<file path="src/rtl/vga_timing_pkg.sv">
// Default 640x480@60 raster timing, coordinate/colour types and the colour-bar table
// shared by the VGA scan controller and its delay line.
package vga_timing_pkg;

   localparam int unsigned DEF_H_ACTIVE   = 640;
   localparam int unsigned DEF_H_FP       = 16;
   localparam int unsigned DEF_H_SYNC     = 96;
   localparam int unsigned DEF_H_BP       = 48;
   localparam int unsigned DEF_V_ACTIVE   = 480;
   localparam int unsigned DEF_V_FP       = 10;
   localparam int unsigned DEF_V_SYNC     = 2;
   localparam int unsigned DEF_V_BP       = 33;
   localparam int unsigned DEF_PIPE_DELAY = 2;

   localparam int unsigned DEF_H_TOTAL = DEF_H_ACTIVE + DEF_H_FP + DEF_H_SYNC + DEF_H_BP;
   localparam int unsigned DEF_V_TOTAL = DEF_V_ACTIVE + DEF_V_FP + DEF_V_SYNC + DEF_V_BP;

   localparam int unsigned COORD_W   = 11;
   localparam int unsigned CHAN_W    = 8;
   localparam int unsigned BAR_WIDTH = 80;
   localparam int unsigned BAR_IDX_W = 3;

   typedef logic [COORD_W-1:0] coord_t;

   typedef struct packed {
      logic [CHAN_W-1:0] red;
      logic [CHAN_W-1:0] green;
      logic [CHAN_W-1:0] blue;
   } rgb24_t;

   // Per-pixel timing flags carried alongside the colour pipeline
   typedef struct packed {
      logic active;
      logic hs;
      logic vs;
   } sync_t;

   localparam sync_t SYNC_IDLE = '{active: 1'b0, hs: 1'b0, vs: 1'b0};

   // White, yellow, cyan, green, magenta, red, blue, black
   localparam rgb24_t BAR_TABLE [8] = '{
      '{red: 8'hFF, green: 8'hFF, blue: 8'hFF},
      '{red: 8'hFF, green: 8'hFF, blue: 8'h00},
      '{red: 8'h00, green: 8'hFF, blue: 8'hFF},
      '{red: 8'h00, green: 8'hFF, blue: 8'h00},
      '{red: 8'hFF, green: 8'h00, blue: 8'hFF},
      '{red: 8'hFF, green: 8'h00, blue: 8'h00},
      '{red: 8'h00, green: 8'h00, blue: 8'hFF},
      '{red: 8'h00, green: 8'h00, blue: 8'h00}
   };

endpackage

</file>
<file path="src/rtl/sync_delay_line.sv">
// Depth-N shift register for the {active, hs, vs} flags; resets every stage to idle.
module sync_delay_line
   import vga_timing_pkg::*;
#(
   parameter int unsigned DEPTH = DEF_PIPE_DELAY
) (
   input  logic  clk,
   input  logic  resetN,
   input  sync_t d,
   output sync_t q
);

   sync_t stage [DEPTH];

   always_ff @(posedge clk or negedge resetN) begin
      if (!resetN) begin
         for (int i = 0; i < int'(DEPTH); i++) stage[i] <= SYNC_IDLE;
      end else begin
         stage[0] <= d;
         for (int i = 1; i < int'(DEPTH); i++) stage[i] <= stage[i-1];
      end
   end

   assign q = stage[DEPTH-1];

endmodule

</file>
<file path="src/rtl/vga_scan_controller.sv">
// 640x480@60 raster generator: pixel counters out, aligned DAC colour/sync/blank back.
// Optional VGA_TEST_PATTERN_EN adds testPatternN, which replaces colour with 8 vertical bars.
module vga_scan_controller
   import vga_timing_pkg::*;
#(
   parameter int unsigned H_ACTIVE   = DEF_H_ACTIVE,
   parameter int unsigned H_FP       = DEF_H_FP,
   parameter int unsigned H_SYNC     = DEF_H_SYNC,
   parameter int unsigned H_BP       = DEF_H_BP,
   parameter int unsigned V_ACTIVE   = DEF_V_ACTIVE,
   parameter int unsigned V_FP       = DEF_V_FP,
   parameter int unsigned V_SYNC     = DEF_V_SYNC,
   parameter int unsigned V_BP       = DEF_V_BP,
   parameter int unsigned PIPE_DELAY = DEF_PIPE_DELAY
) (
   input  logic              clk,
   input  logic              resetN,
   input  logic [CHAN_W-1:0] redIn,
   input  logic [CHAN_W-1:0] greenIn,
   input  logic [CHAN_W-1:0] blueIn,
`ifdef VGA_TEST_PATTERN_EN
   input  logic              testPatternN,
`endif
   output coord_t            pixelX,
   output coord_t            pixelY,
   output logic              startOfFrame,
   output logic [CHAN_W-1:0] redOut,
   output logic [CHAN_W-1:0] greenOut,
   output logic [CHAN_W-1:0] blueOut,
   output logic              hSyncN,
   output logic              vSyncN,
   output logic              blankN
);

   localparam int unsigned H_TOTAL = H_ACTIVE + H_FP + H_SYNC + H_BP;
   localparam int unsigned V_TOTAL = V_ACTIVE + V_FP + V_SYNC + V_BP;

   localparam coord_t H_LAST     = COORD_W'(H_TOTAL - 1);
   localparam coord_t V_LAST     = COORD_W'(V_TOTAL - 1);
   localparam coord_t H_VIS      = COORD_W'(H_ACTIVE);
   localparam coord_t V_VIS      = COORD_W'(V_ACTIVE);
   localparam coord_t HS_START   = COORD_W'(H_ACTIVE + H_FP);
   localparam coord_t HS_END     = COORD_W'(H_ACTIVE + H_FP + H_SYNC);
   localparam coord_t VS_START   = COORD_W'(V_ACTIVE + V_FP);
   localparam coord_t VS_END     = COORD_W'(V_ACTIVE + V_FP + V_SYNC);

   coord_t h_count;
   coord_t v_count;
   sync_t  sync_now_c;
   sync_t  sync_dly;
   rgb24_t pix_c;

   // Raster counters; vertical advances on the horizontal wrap
   always_ff @(posedge clk or negedge resetN) begin
      if (!resetN) begin
         h_count <= '0;
         v_count <= '0;
      end else if (h_count == H_LAST) begin
         h_count <= '0;
         v_count <= (v_count == V_LAST) ? '0 : v_count + COORD_W'(1);
      end else begin
         h_count <= h_count + COORD_W'(1);
      end
   end

   assign pixelX       = h_count;
   assign pixelY       = v_count;
   assign startOfFrame = (h_count == '0) && (v_count == '0);

   always_comb begin
      sync_now_c        = SYNC_IDLE;
      sync_now_c.active = (h_count < H_VIS) && (v_count < V_VIS);
      sync_now_c.hs     = (h_count >= HS_START) && (h_count < HS_END);
      sync_now_c.vs     = (v_count >= VS_START) && (v_count < VS_END);
   end

   sync_delay_line #(
      .DEPTH (PIPE_DELAY)
   ) u_sync_delay_line (
      .clk    (clk),
      .resetN (resetN),
      .d      (sync_now_c),
      .q      (sync_dly)
   );

`ifdef VGA_TEST_PATTERN_EN
   // Bar index rides its own delay line so it lines up with the delayed flags
   logic [BAR_IDX_W-1:0] bar_now_c;
   logic [BAR_IDX_W-1:0] bar_dly [PIPE_DELAY];

   assign bar_now_c = BAR_IDX_W'(h_count / COORD_W'(BAR_WIDTH));

   always_ff @(posedge clk or negedge resetN) begin
      if (!resetN) begin
         for (int i = 0; i < int'(PIPE_DELAY); i++) bar_dly[i] <= '0;
      end else begin
         bar_dly[0] <= bar_now_c;
         for (int i = 1; i < int'(PIPE_DELAY); i++) bar_dly[i] <= bar_dly[i-1];
      end
   end
`endif

   always_comb begin
      pix_c = '{red: redIn, green: greenIn, blue: blueIn};
`ifdef VGA_TEST_PATTERN_EN
      if (!testPatternN) pix_c = BAR_TABLE[bar_dly[PIPE_DELAY-1]];
`endif
   end

   // DAC output register: colour gated to black outside the visible area
   always_ff @(posedge clk or negedge resetN) begin
      if (!resetN) begin
         redOut   <= '0;
         greenOut <= '0;
         blueOut  <= '0;
         hSyncN   <= 1'b1;
         vSyncN   <= 1'b1;
         blankN   <= 1'b0;
      end else begin
         redOut   <= sync_dly.active ? pix_c.red   : '0;
         greenOut <= sync_dly.active ? pix_c.green : '0;
         blueOut  <= sync_dly.active ? pix_c.blue  : '0;
         hSyncN   <= ~sync_dly.hs;
         vSyncN   <= ~sync_dly.vs;
         blankN   <= sync_dly.active;
      end
   end

endmodule
</file>
<file path="config.mk">
export PLATFORM = sky130hd
export DESIGN_NAME = vga_scan_controller
export DESIGN_NICKNAME = d
export VERILOG_FILES = /design/src/rtl/vga_timing_pkg.sv /design/src/rtl/sync_delay_line.sv /design/src/rtl/vga_scan_controller.sv
export SDC_FILE = /design/constraint.sdc
export NUM_CORES = 1
export LEC_CHECK = 0
export CORE_ASPECT_RATIO = 0.9
export CORE_MARGIN = 1
export CORE_UTILIZATION = 40
export DETAILED_ROUTE_END_ITERATION = 10
export GPL_TIMING_DRIVEN = 0
export PLACE_DENSITY_LB_ADDON = 0.12
export SYNTH_ARGS = -nofsm -noshare
export SYNTH_HDL_FRONTEND = slang
export SYNTH_SLANG_ARGS = --single-unit
</file>
<file path="constraint.sdc">
create_clock -name clk -period 2.1 [get_ports clk]
set_input_delay 0.525 -clock clk [delete_from_list [all_inputs] [get_ports clk]]
set_output_delay 0.525 -clock clk [all_outputs]
set_load 0.02 [all_outputs]
</file>
==> results of run 1 <==
[Yosys cell counts]
library cell / n
nand3_1: 7
xor2_1: 7
or4_1: 1
nand2_1: 13
nand4_1: 5
dfstp_2: 2
or2_2: 1
or3_1: 6
mux2i_1: 2
nor4_1: 5
o2bb2ai_1: 1
a21oi_1: 4
xnor2_1: 1
a32o_1: 1
nand2b_1: 1
and2_1: 27
nor3_1: 3
ha_1: 4
or3_4: 1
nor4_4: 1
a31oi_1: 1
or4_4: 1
o31ai_1: 1
and3_1: 3
clkbuf_1: 3
nor2_1: 12
nor4b_1: 1
o21ai_0: 10
and4b_1: 1
buf_2: 1
inv_1: 10
dfrtp_1: 53
a21o_1: 1
a22o_1: 2
[per-stage QoR]
stage / worst slack, ps / instances / power, uW
after floorplan: 11.8 / 193 / 1160
after global routing: -217 / 354 / 2020
after CTS: -197 / 352 / 1970
final: -169 / 354 / 1940
after global placement: -1350 / 335 / 1270
after detailed placement: -535 / 336 / 1270
[where the power goes]
| part | total (uW) | leakage (uW) | switching (uW) | internal (uW) |
|---|---|---|---|---|
| Combinational | 163 | 0.000709 | 69.1 | 93.5 |
| Clock | 692 | 0.0000502 | 343 | 349 |
| Sequential | 1090 | 0.000672 | 5.52 | 1080 |
| Total | 1940 | 0.00143 | 418 | 1520 |
[area by class of cell]
class,count,area [um2],share of cell area
repair buffers,88,857,0.257
flip-flops and latches,55,1390,0.415
clock inverters,2,37.5,0.0112
plain buffers,3,18.8,0.00562
clock buffers,5,68.8,0.0206
multi-input cells,124,852,0.255
well taps,67,83.8,0.0251
inverters,10,37.5,0.0112
[metal layers]
metal  GRT usage  vias up  wire length [um]
li1            -      845                 -
met1       0.241      855              2230
met2       0.276       90              2340
met3      0.0450       12               458
met4       0.101        0                97
met5           0        -                 0
[cells by family (layout without fill, tap and decap cells)]
logic type,count (synthesis),in the layout,share of synthesized area
AO/OA/AOI/OAI,21,21,0.0576
XOR/XNOR,8,8,0.0316
adder cells (fa/ha/maj),4,4,0.0226
buffers and inverters,14,108,0.0243
flip-flops,55,55,0.623
multiplexers,2,2,0.00904
AND/OR/NAND/NOR,89,89,0.232
[repair_timing]
item,in CTS,in global routing
setup buffers,10,2
setup endpoints to repair,10,10
pin swaps,2,2
resized for setup,16,10
[worst paths after layout]
check	to	slack (ps)	depth (start not counted)
worst max-delay path	startOfFrame	-170	4
worst min-delay path	u_sync_delay_line.stage[4]	150	1
worst max register to register	pixelY[5]	40	6
worst min register to register	hSyncN	350	1
max in group asynchronous	vSyncN	1340	2
min in group clk	hSyncN	350	1
[state kept, by name, indices dropped and copies added (netlist names)]
| name | cells |
|---|---|
| vSyncN | 1 |
| pixelY | 11 |
| u_sync_delay_line.stage | 3 |
| pixelX | 11 |
| hSyncN | 1 |
| blankN | 1 |
| greenOut | 8 |
| blueOut | 8 |
| redOut | 8 |
| u_sync_delay_line.q | 3 |
[layout by cell type (no fill, tap or decap), types with 6 or more instances in the layout]
cell             count
and2_1              27
buf_4               12
clkdlybuf4s50_1     73
dfrtp_1             48
inv_1               10
nand2_1             13
nand3_1              6
nor2_1              11
o21ai_0              8
xor2_1               7
==> flow_summary.toml, run 1 <==
[cts]
cts_made_buffers = 5
cts_tree = "yes"
htreeDepth = 2
insertion_delay_ps = 310
cts_buffer_depth = 2
cts_hold_buf = 0
cts.sinks = 55
cts.clk_slew.worst_paths_ps = 100
cts_root_buffer = "clkbuf_8"

[drt]
firstDrtPassIters = 5
drt_iter0_markers = 110
num_vias = 1802
routed_wl_mm = 5.12
drt-wirelength-per-cell_um = 14.5
drc = 0
ant_nets = 0
routed_via_density = 5.09

[critical_path]
crit_buf_inv = 1
cp.arrival_ps = 1740
required_ps = 1570
critPathSlowestCell = "or4_4"
cp_top_family = "simple AND/OR/NAND/NOR gates"
critPathCaptureType = "output port"
cp_cell_sequence = "or4_4 -> nor4_4 -> and3_4 -> buf_6"
setup.worst_path.start = "pixelX[4]"
crit_path_start_kind = "register"
path_max_fanout = 2
crit_type = "register to output port"
cpPeakStageDelay_ps = 530
regToRegStartpoint = "pixelX[7]"

[layout]
insertedDiodeCount = 0
final_layout_size_suffix_gt1_frac = 0.150
area_growth_pct = 50.8
nFillCells = 435
final_util = 0.632
nets = 317
final_area_um2 = 3340

[placed_design]
hpwl_mm = 3.35
port_buffers = 75
gp_congestion = 0.796
dpl-instance-area_um2 = 3070

[status]
status = "finished, violations left"
violations = "setup timing"

[die]
core-area_um2 = 5290
die_h_um = 72.6
pin_count = 76
die-area_um2 = 5840
std_cell_rows = 25
initial_core_util = 0.419
die_w_um = 80.4

[synth]
ys_seq_area_frac = 0.623
yosys_warnings = 0
yosysUniqueCellTypes = 34
yosys.area.top_type_share = 0.599
synth.largest_area_cell = "dfrtp_1"
syn_inst = 193
ys_ff_latch = 55
synth_nets = 223
synth_area_leaders = "dfrtp_1 (60%), and2_1 (7.6%), xor2_1 (2.8%)"
syn-mean-instance-area_um2 = 11.5
syn_area_um2 = 2210

[sta]
worst_slew_pin_slew_ps = 453
worst_slack_ps = -169
fin_crit_sh = 1.08
setup_viol = 1
max_slew_margin = 0.698
hold_viol_final = 0
finClkSkew_ps = 9.89
rsz0062_at_grt = "yes"
max_freq_mhz = 441
slew_viol_final = 0
whs_ps = 147
fin_crit_ps = 2270
fin_tns_setup_ps = -169

[power_and_ir_drop]
power_density_nw_per_um2 = 581
peakVddDrop_mv = 0.313
leakage_uw = 0.00143

[global_routing]
grt_pass1_vias = 1649
grt_pass1_wl_mm = 7.89
grt_overflow = 0
grt_max_degree = 38
grt_usage = 0.182
antenna_found_initial = 0

[hold_path]
min_path_type = "primary input to async pin"

[flow_run]
drv_cap = 0
No activity file was read; power rests on OpenSTA's default activity.
==> run 2, diff against run 1 <==
--- a/config.mk
+++ b/config.mk
@@ -5,9 +5,10 @@
 export SDC_FILE = /design/constraint.sdc
 export NUM_CORES = 1
 export LEC_CHECK = 0
+export ABC_AREA = 1
 export CORE_ASPECT_RATIO = 0.9
 export CORE_MARGIN = 1
-export CORE_UTILIZATION = 40
+export CORE_UTILIZATION = 41
 export DETAILED_ROUTE_END_ITERATION = 10
 export GPL_TIMING_DRIVEN = 0
 export PLACE_DENSITY_LB_ADDON = 0.12
==> flow_summary.toml, run 2 <==
[drt]
ant_nets = 0
drt-wirelength-per-cell_um = 11.9
routed_via_density = 4.62
drc = 0
routed_wl_mm = 5.14
num_vias = 1993
firstDrtPassIters = 4
drt_iter0_markers = 85

[cts]
cts_tree = "yes"
htreeDepth = 2
insertion_delay_ps = 300
cts.sinks = 55
cts_hold_buf = 0
cts_made_buffers = 5
cts.clk_slew.worst_paths_ps = 90
cts_buffer_depth = 2
cts_root_buffer = "clkbuf_8"

[synth]
yosys_warnings = 0
yosysMostFrequentCell = "nand2_1"
synthFlopType = "dfrtp_1"
synth_edf_count = 0
synthArstFlopShare = 1.00
syn-mean-instance-area_um2 = 8.82
synth.largest_area_cell = "dfrtp_1"
yosys.area.top_type_share = 0.559
yosys-top-cells-count = "nand2_1 (67), inv_1 (56), dfrtp_1 (53), nor2_1 (23), nand3_1 (17)"
ys_seq_area_frac = 0.581
synth_nets = 299
yosysUniqueCellTypes = 22
syn_inst = 269
ys_ff_latch = 55
synth_area_leaders = "dfrtp_1 (56%), nand2_1 (11%), inv_1 (8.9%)"
syn_area_um2 = 2370

[layout]
final_common_cell = "clkdlybuf4s50_1"
insertedDiodeCount = 0
final_layout_size_suffix_gt1_frac = 0.113
area_growth_pct = 44.6
most-common-layout-cells = "clkdlybuf4s50_1 (73), nand2_1 (67), inv_1 (51), dfrtp_1 (49), nor2_1 (23)"
nets = 393
final_util = 0.634
final_area_um2 = 3430

[sta]
slew_viol_final = 0
hold_viol_final = 0
worst_slew_pin_slew_ps = 792
max_freq_mhz = 494
setup_viol = 0
max_slew_margin = 0.472
fin_crit_sh = 0.964
finClkSkew_ps = 8.49
fin_crit_ps = 2030

[power_and_ir_drop]
leakage_uw = 0.00171
peakVddDrop_mv = 0.365
power_density_nw_per_um2 = 536

[placed_design]
hpwl_mm = 3.81
dpl-instance-area_um2 = 3230
port_buffers = 75
gp_congestion = 0.871

[global_routing]
grt_max_degree = 36
grt_pass1_wl_mm = 8.57
grt_overflow = 0
grt_usage = 0.188
grt_pass1_vias = 1905
antenna_found_initial = 0

[critical_path]
crit_type = "register to output port"
timing.rr.end = "pixelY[4]"
crit_path_start_kind = "register"
cpPeakStageDelay_ps = 410
critPathCaptureType = "output port"
required_ps = 1570
critPathSlowestCell = "dfrtp_2"
cp.arrival_ps = 1500
rrSetupSlack_ps = 460
cp_cell_sequence = "inv_2 -> ha_4 -> nand3_1 -> nor3_1 -> nand2_1 -> nor2_1 -> buf_4"
path_max_fanout = 3
regToRegStartpoint = "pixelY[0]"
rr_worst_depth = 8

[die]
pin_count = 76
core-area_um2 = 5410
die_w_um = 82.2
std_cell_rows = 25
die_h_um = 74.2
die-area_um2 = 6090
initial_core_util = 0.438

[status]
status = "finished clean"

[hold_path]
min_path_type = "primary input to async pin"

[flow_run]
drv_cap = 0
==> run 2: changes by cell type in the layout (fill, tap and decap cells not counted), sizes merged, moves of 4 or more <==
| cell | before | now |
|---|---|---|
| and2 | 27 | 0 |
| inv | 10 | 56 |
| nand2 | 13 | 67 |
| nand3 | 7 | 19 |
| nand4 | 5 | 9 |
| nor2 | 12 | 24 |
| or3 | 7 | 0 |
==> run 2: repair_timing <==
| action | 4_1_cts | 5_1_grt |
|---|---|---|
| setup buffers | 2 | 9 |
| setup endpoints to repair | 1 | 1 |
| pin swaps | 0 | 3 |
| gates resized for setup | 7 | 11 |
==> run 2: routing by layer <==
layer	vias up	track usage	wire [um]
met5	-	0	0
met1	932	0.247	2420
met4	0	0.0663	74
li1	1005	-	-
met3	9	0.0405	245
met2	47	0.308	2400
==> run 2: cell type report <==
type / instances / area, um2
buffer: 5 / 33.8
clock buffer: 7 / 86.3
clock inverter: 1 / 5.00
fill: 475 / 1980
inverter: 57 / 215
multi-input combinational: 152 / 769
sequential: 55 / 1380
tap: 67 / 83.8
timing repair buffer: 87 / 853
==> run 2: worst max-delay path by stage <==
stage	cells after the start	to	slack, ps	start
after floorplan	6	startOfFrame	260	pixelY[0]
after global placement	1	pixelX[0]	-1160	resetN
after detailed placement	7	startOfFrame	-210	pixelY[0]
after CTS	7	startOfFrame	4	pixelY[0]
after global routing	7	startOfFrame	-2	pixelX[0]
final	7	startOfFrame	70	pixelY[0]
==> run 2: critical path, delay by kind of cell (launching register included) <==
family,cells,cell delay [ps]
buffers and inverters,2,240
adder cells (fa/ha/maj),1,140
AND/OR/NAND/NOR,4,410
flip-flops,1,410
==> run 2: metrics by stage <==
stage / hold WS, ps / instances / setup TNS (ps) / power, uW / worst slack [ps]
floorplan: 229 / 269 / 0 / 1160 / 260
global placement: 332 / 411 / -62510 / 1270 / -1160
detailed placement: 337 / 412 / -212 / 1280 / -212
CTS: 319 / 422 / 0 / 1870 / 3.75
global route: 360 / 431 / -1.87 / 1930 / -1.87
finish: 294 / 431 / 0 / 1840 / 75.0
==> run 2: power breakdown <==
group / internal (uW) / switching [uW] / leakage (uW) / total (uW)
registers: 1080 / 5.38 / 0.000671 / 1090
clock network: 267 / 317 / 0.0000482 / 584
logic: 91.6 / 76.4 / 0.000988 / 168
total: 1440 / 399 / 0.00171 / 1840
==> run 2: cell families after synthesis <==
| logic type | synth area share |
|---|---|
| simple gates | 0.244 |
| buf+inv | 0.105 |
| flops | 0.581 |
| compound gates | 0.0264 |
| xor+xnor | 0.0222 |
| fa+ha+maj | 0.0211 |
==> edit 1, RTL diff (settings of run 1) <==
Set the package constant `CHAN_W` to 10 (it was 8).
--- a/src/rtl/vga_timing_pkg.sv
+++ b/src/rtl/vga_timing_pkg.sv
@@ -17,5 +17,5 @@
 
    localparam int unsigned COORD_W   = 11;
-   localparam int unsigned CHAN_W    = 8;
+   localparam int unsigned CHAN_W    = 10;
    localparam int unsigned BAR_WIDTH = 80;
    localparam int unsigned BAR_IDX_W = 3;
Ports: changed (6 resized); port bits go from 76 to 88. No check against the original RTL was run, so the function may have changed too.
==> edit 1 against run 1 <==
- the flow still finishes with violations (negative setup slack)
- sequential cell count is 6 higher
- area after synthesis is 8.6% higher
- cell count is 9.6% higher
- setup slack worse by 0.0024 ns
- final area is 10% higher
- wire length is 4.8% higher
- power is 22% higher
- fmax is 0.11% lower
- largest cell class unchanged
==> edit 1: results (changes against run 1) <==
Parameter                              Value

Status
  Status    finished, violations left
  Violated checks    negative setup slack

Synth
  Share of cell area taken by muxes after synthesis    0.00832 (-0.000719)
  Net count after synthesis    242 (+8.5%)
  Synth cell count leaders    sky130_fd_sc_hd__dfrtp_1 (59), sky130_fd_sc_hd__and2_1 (33), sky130_fd_sc_hd__nand2_1 (13), sky130_fd_sc_hd__nor2_1 (12)
  Synth area leaders    sky130_fd_sc_hd__dfrtp_1 (61%), sky130_fd_sc_hd__and2_1 (8.6%), sky130_fd_sc_hd__xor2_1 (2.5%)
  Compound-Gate Fraction of Synth Area    0.0530 (-0.00458)
  Gate Count Post-Synth    206 (+6.7%)
  Area share of xor/xnor cells in the synthesized design    0.0291 (-0.00252)

Final layout
  Fill cell instance count of the final layout    476 (+9.4%)
  Share of cells above drive strength 1    0.135 (-0.0146)

Global route
  Global-route wire length before repair    8.69 mm (+10%)
  Vias in the first global route    1788 (+8.4%)
  Pin count of the biggest net entering global routing    42 (+11%)

Power
  Static Leak    1.57 nW (+9.9%)

Clock tree
  Count of H-tree levels built during CTS    3 (+1)
  Clock insertion delay at the later pin of the skew report    0.32 ns
  Setup bufs post-CTS    7 (-3)
  Cts bufs inserted    9 (+4)
  Clock transition at path regs    0.07 ns (-0.03 ns)

Critical path
  Register-to-register setup slack    0.11 ns (+0.07 ns)
  Worst flop-to-flop path startpoint    pixelX[1]

Placed design
  Count of placed standard cells including taps    364 (+8.3%)
  Number of I/O port buffers    87 (+16%)
  Area after DPL    3380 um2 (+10%)
  Routability congestion estimate from global placement    0.813 (+2.2%)
  Detailed placement HPWL    3.67 mm (+9.5%)

Timing
  Transition time of the tightest slew-check pin    0.525 ns (+0.0714 ns)
  Post-route worst setup slack    -0.171 ns (-0.00242 ns)
  Worst clock skew    0.00689 ns (-0.00300 ns)
  Setup violators final    1 (unchanged)

Detailed routing
  Vias after detailed routing    1917 (+6.4%)
  DRC violation total after the first TritonRoute iteration    79 (-28%)
  Routed WL per cell    13.8 um (-4.4%)
edit 1: changes by cell type in the layout (fill, tap and decap cells not counted), moves of 2 or more:
| cell | run 1 | this run |
|---|---|---|
| sky130_fd_sc_hd__clkinv_2 | 0 | 2 |
| sky130_fd_sc_hd__clkdlybuf4s50_1 | 73 | 85 |
| sky130_fd_sc_hd__clkbuf_1 | 2 | 7 |
| sky130_fd_sc_hd__and2_1 | 27 | 33 |
| sky130_fd_sc_hd__buf_4 | 12 | 9 |
| sky130_fd_sc_hd__dfrtp_1 | 48 | 53 |
| sky130_fd_sc_hd__o21ai_1 | 2 | 0 |
| sky130_fd_sc_hd__clkbuf_8 | 5 | 9 |
| sky130_fd_sc_hd__o21ai_0 | 8 | 10 |
edit 1: layer usage:
layer  routed length [um]  GRT usage  vias up  share of wire
met1                 2430      0.235      924           0.45
met2                 2560      0.292       73           0.48
met5                    0          0        -              0
li1                     -          -      911              -
met4                   92     0.0960        0          0.017
met3                  285     0.0412        9          0.053
edit 1: stage by stage:
step                setup WS (ns)  setup TNS, ns  total power [W]  utilization  hold slack [ns]
finish                     -0.171         -0.171          0.00237        0.644            0.157
detailed placement         -0.540          -1.03          0.00144        0.590            0.335
global placement            -1.62         -84.86          0.00143        0.588            0.333
global route               -0.222         -0.222          0.00247        0.644            0.176
CTS                        -0.180         -0.180          0.00240        0.635            0.163
floorplan                  0.0118              0          0.00129            -            0.229
edit 1: area by class of cell:
type,count,area share
flip-flops and latches,61,0.417
repair buffers,97,0.259
multi-input cells,130,0.237
clock buffers,13,0.0377
well taps,70,0.0238
clock inverters,3,0.0109
inverters,10,0.0102
plain buffers,4,0.00441
edit 1: report_power, final:
group / switching [W] / leakage [nW] / total (W) / internal [W]
logic: 0.0000834 / 0.741 / 0.000199 / 0.000116
clock network: 0.000410 / 0.0914 / 0.000956 / 0.000546
registers: 0.00000731 / 0.740 / 0.00121 / 0.00120
total: 0.000501 / 1.57 / 0.00237 / 0.00187
edit 1: how the worst max path moves through the flow:
stage,slack (ns),cells after the start,start,endpoint
6_report,-0.17,4,pixelX[4],startOfFrame
3_3_place_gp,-1.62,1,resetN,pixelX[0]
3_5_place_dp,-0.54,5,pixelX[4],startOfFrame
4_1_cts,-0.18,4,pixelX[7],startOfFrame
2_1_floorplan,0.01,6,pixelX[1],pixelY[5]
5_1_grt,-0.22,5,pixelY[0],startOfFrame
edit 1: critical path, cell delays in order (launching register included):
cell and delay [ns]:
sky130_fd_sc_hd__dfrtp_2 0.41, sky130_fd_sc_hd__or4_4 0.54, sky130_fd_sc_hd__nor4_4 0.14, sky130_fd_sc_hd__and3_1 0.21, sky130_fd_sc_hd__buf_6 0.12
==> edit 2, RTL diff (flow settings as in run 1) <==
Made on the original files. The output `redOut` loses its register stage (`redOut` becomes a continuous assignment).
--- a/src/rtl/vga_scan_controller.sv
+++ b/src/rtl/vga_scan_controller.sv
@@ -111,5 +111,4 @@
    always_ff @(posedge clk or negedge resetN) begin
       if (!resetN) begin
-         redOut   <= '0;
          greenOut <= '0;
          blueOut  <= '0;
@@ -118,5 +117,4 @@
          blankN   <= 1'b0;
       end else begin
-         redOut   <= sync_dly.active ? pix_c.red   : '0;
          greenOut <= sync_dly.active ? pix_c.green : '0;
          blueOut  <= sync_dly.active ? pix_c.blue  : '0;
@@ -127,3 +125,5 @@
    end
 
+   assign redOut = sync_dly.active ? pix_c.red   : '0;
+
 endmodule
Check against the original RTL: not equivalent (a bounded check fails within 4 cycles, from zero or initial values and one cycle with resetN low).
==> edit 2 against run 1 <==
- the flow still finishes with violations (negative setup slack)
- area after synthesis shrank 9.2%
- worst hold slack lost 0.063 ns
- setup slack gained 0.095 ns
- clock skew shrank 0.0032 ns
- sequential cell count shrank 8
- final area shrank 7.9%
- global-route usage shrank 1.3 points
- die area shrank 9.0%
- power shrank 4.4%
- wire length shrank 17%
==> edit 2: results (changes against run 1) <==
Parameter                              Value

Status
  Status    finished, violations left
  Violated checks    negative setup slack

Final layout
  Total number of nets in the final design    293 (-7.6%)
  Share of cells above drive strength 1    0.144 (-0.00589)
  Fill cell instance count of the final layout    393 (-9.7%)
  Most frequent standard cell in the layout excluding fill and tap cells    sky130_fd_sc_hd__clkdlybuf4s50_1
  Area added between synthesis and finish    53.0%

Critical path
  Critical-path maximum fanout    9 (+7)
  Arr. time, crit path    1.65 ns (-0.09 ns)
  Crit path largest cell delay    0.47 ns (-0.06 ns)
  Cell with the biggest individual delay on the critical path    sky130_fd_sc_hd__dfrtp_2

Synth
  Sequential-to-total area share from yosys stat    0.586 (-0.0364)
  Async set-or-reset flop fraction in the synthesized netlist    1.00 (unchanged)
  Net count after synthesis    207 (-7.2%)
  Yosys warning count    0 (unchanged)
  Synth cell count leaders    sky130_fd_sc_hd__dfrtp_1 (45), sky130_fd_sc_hd__and2_1 (25), sky130_fd_sc_hd__nand2_1 (12), sky130_fd_sc_hd__nand3_1 (11), sky130_fd_sc_hd__o21ai_0 (10)
  Synth area leaders    sky130_fd_sc_hd__dfrtp_1 (56%), sky130_fd_sc_hd__and2_1 (7.8%), sky130_fd_sc_hd__xnor2_1 (3.9%)

Power
  Static Leak    1.29 nW (-9.6%)
  Peak ir drop on the vdd network    388 uV (+24%)

Placed design
  Number of I/O port buffers    75 (unchanged)
  Area after DPL    2870 um2 (-6.3%)
  Routability congestion estimate from global placement    0.761 (-4.3%)
  Detailed placement HPWL    2.97 mm (-11%)

Timing
  Worst clock skew    0.00669 ns (-0.00320 ns)
  Setup violators final    1 (unchanged)
  Post-route worst setup slack    -0.0737 ns (+0.0952 ns)
  Transition time of the tightest slew-check pin    0.346 ns (-0.107 ns)

Detailed routing
  Wire length on met2    1.95 mm (-17%)
  Detailed route wirelength on metal3    237 um (-48%)
  DRC violation total after the first TritonRoute iteration    58 (-47%)
  Routed WL per cell    12.8 um (-11%)
  First-pass iteration count of the detailed router    4 (-1)
  Met1 Routed Length    2.00 mm (-10%)
  Vias after detailed routing    1571 (-13%)

Global route
  Total global routing track utilization    0.169 (-0.0135)
  Global-route wire length before repair    7.07 mm (-10%)
  Pin count of the biggest net entering global routing    38 (unchanged)
  Vias in the first global route    1395 (-15%)

Clock tree
  Clock transition at path regs    0.09 ns
  Cts bufs inserted    5 (unchanged)

Worst hold path
  Kind of path behind the tightest hold check    primary input to asynchronous set/reset pin
## edit 2: cells by family (layout without fill, tap and decap cells)
group | count (synthesis) | after routing | synth area share
simple gates | 88 | 88 | 0.267
flops | 47 | 47 | 0.586
compound gates | 14 | 14 | 0.0380
xor+xnor | 12 | 12 | 0.0523
buf+inv | 12 | 99 | 0.0317
fa+ha+maj | 4 | 4 | 0.0249
## edit 2: layout make-up
class | instances | share of cell area
clock inverter | 3 | 0.0220
sequential | 47 | 0.384
clock buffer | 5 | 0.0224
timing repair buffer | 79 | 0.252
inverter | 7 | 0.00854
buffer | 5 | 0.0126
tap | 65 | 0.0264
multi-input combinational | 118 | 0.272
## edit 2: stage by stage
| step | power, W | TNS (ns) | worst slack [ns] | std cells |
|---|---|---|---|---|
| after floorplan | 0.000990 | 0 | 0.104 | 177 |
| after global placement | 0.00110 | -38.29 | -0.811 | 317 |
| after detailed placement | 0.00110 | -1.35 | -0.450 | 318 |
| after CTS | 0.00188 | -0.128 | -0.128 | 329 |
| after global routing | 0.00193 | -0.148 | -0.148 | 329 |
| final | 0.00186 | -0.0737 | -0.0737 | 329 |
## edit 2: worst paths after layout
path / start / to / slack, ns / cells after the start
max in group asynchronous: resetN / hSyncN / 1.48 / 2
max: pixelY[2] / startOfFrame / -0.07 / 3
max reg2reg: pixelX[0] / pixelY[4] / 0.30 / 6
min in group clk: u_sync_delay_line.stage[3] / u_sync_delay_line.q[0] / 0.35 / 0
min: resetN / greenOut[4] / 0.08 / 1
min reg2reg: u_sync_delay_line.stage[3] / u_sync_delay_line.q[0] / 0.35 / 0
## edit 2: layer usage
metal,vias to the layer above,track usage
met4,0,0.0513
met3,5,0.0408
met1,739,0.247
met5,-,0
li1,781,-
met2,46,0.247
## edit 2: timing repair
item	4_1_cts	5_1_grt
setup buffers	3	0
hold buffers	0	0
pin swaps	1	2
hold endpoints to repair	0	0
resized for setup	16	10
endpoints found under the setup margin	9	1
## edit 2: worst reg2reg max path, stage by stage, from the launching register on
cell                      delay [ns]
sky130_fd_sc_hd__dfrtp_1        0.43
sky130_fd_sc_hd__ha_1           0.25
sky130_fd_sc_hd__and4_1         0.22
sky130_fd_sc_hd__buf_6          0.12
sky130_fd_sc_hd__nand3_4        0.12
sky130_fd_sc_hd__or4_1          0.52
sky130_fd_sc_hd__nand2_1        0.07
## edit 2: report_power, final
group	total [W]	internal [W]	switching (W)
Sequential	0.000923	0.000920	0.00000339
Clock	0.000779	0.000475	0.000305
Combinational	0.000153	0.0000878	0.0000655
Total	0.00186	0.00148	0.000373
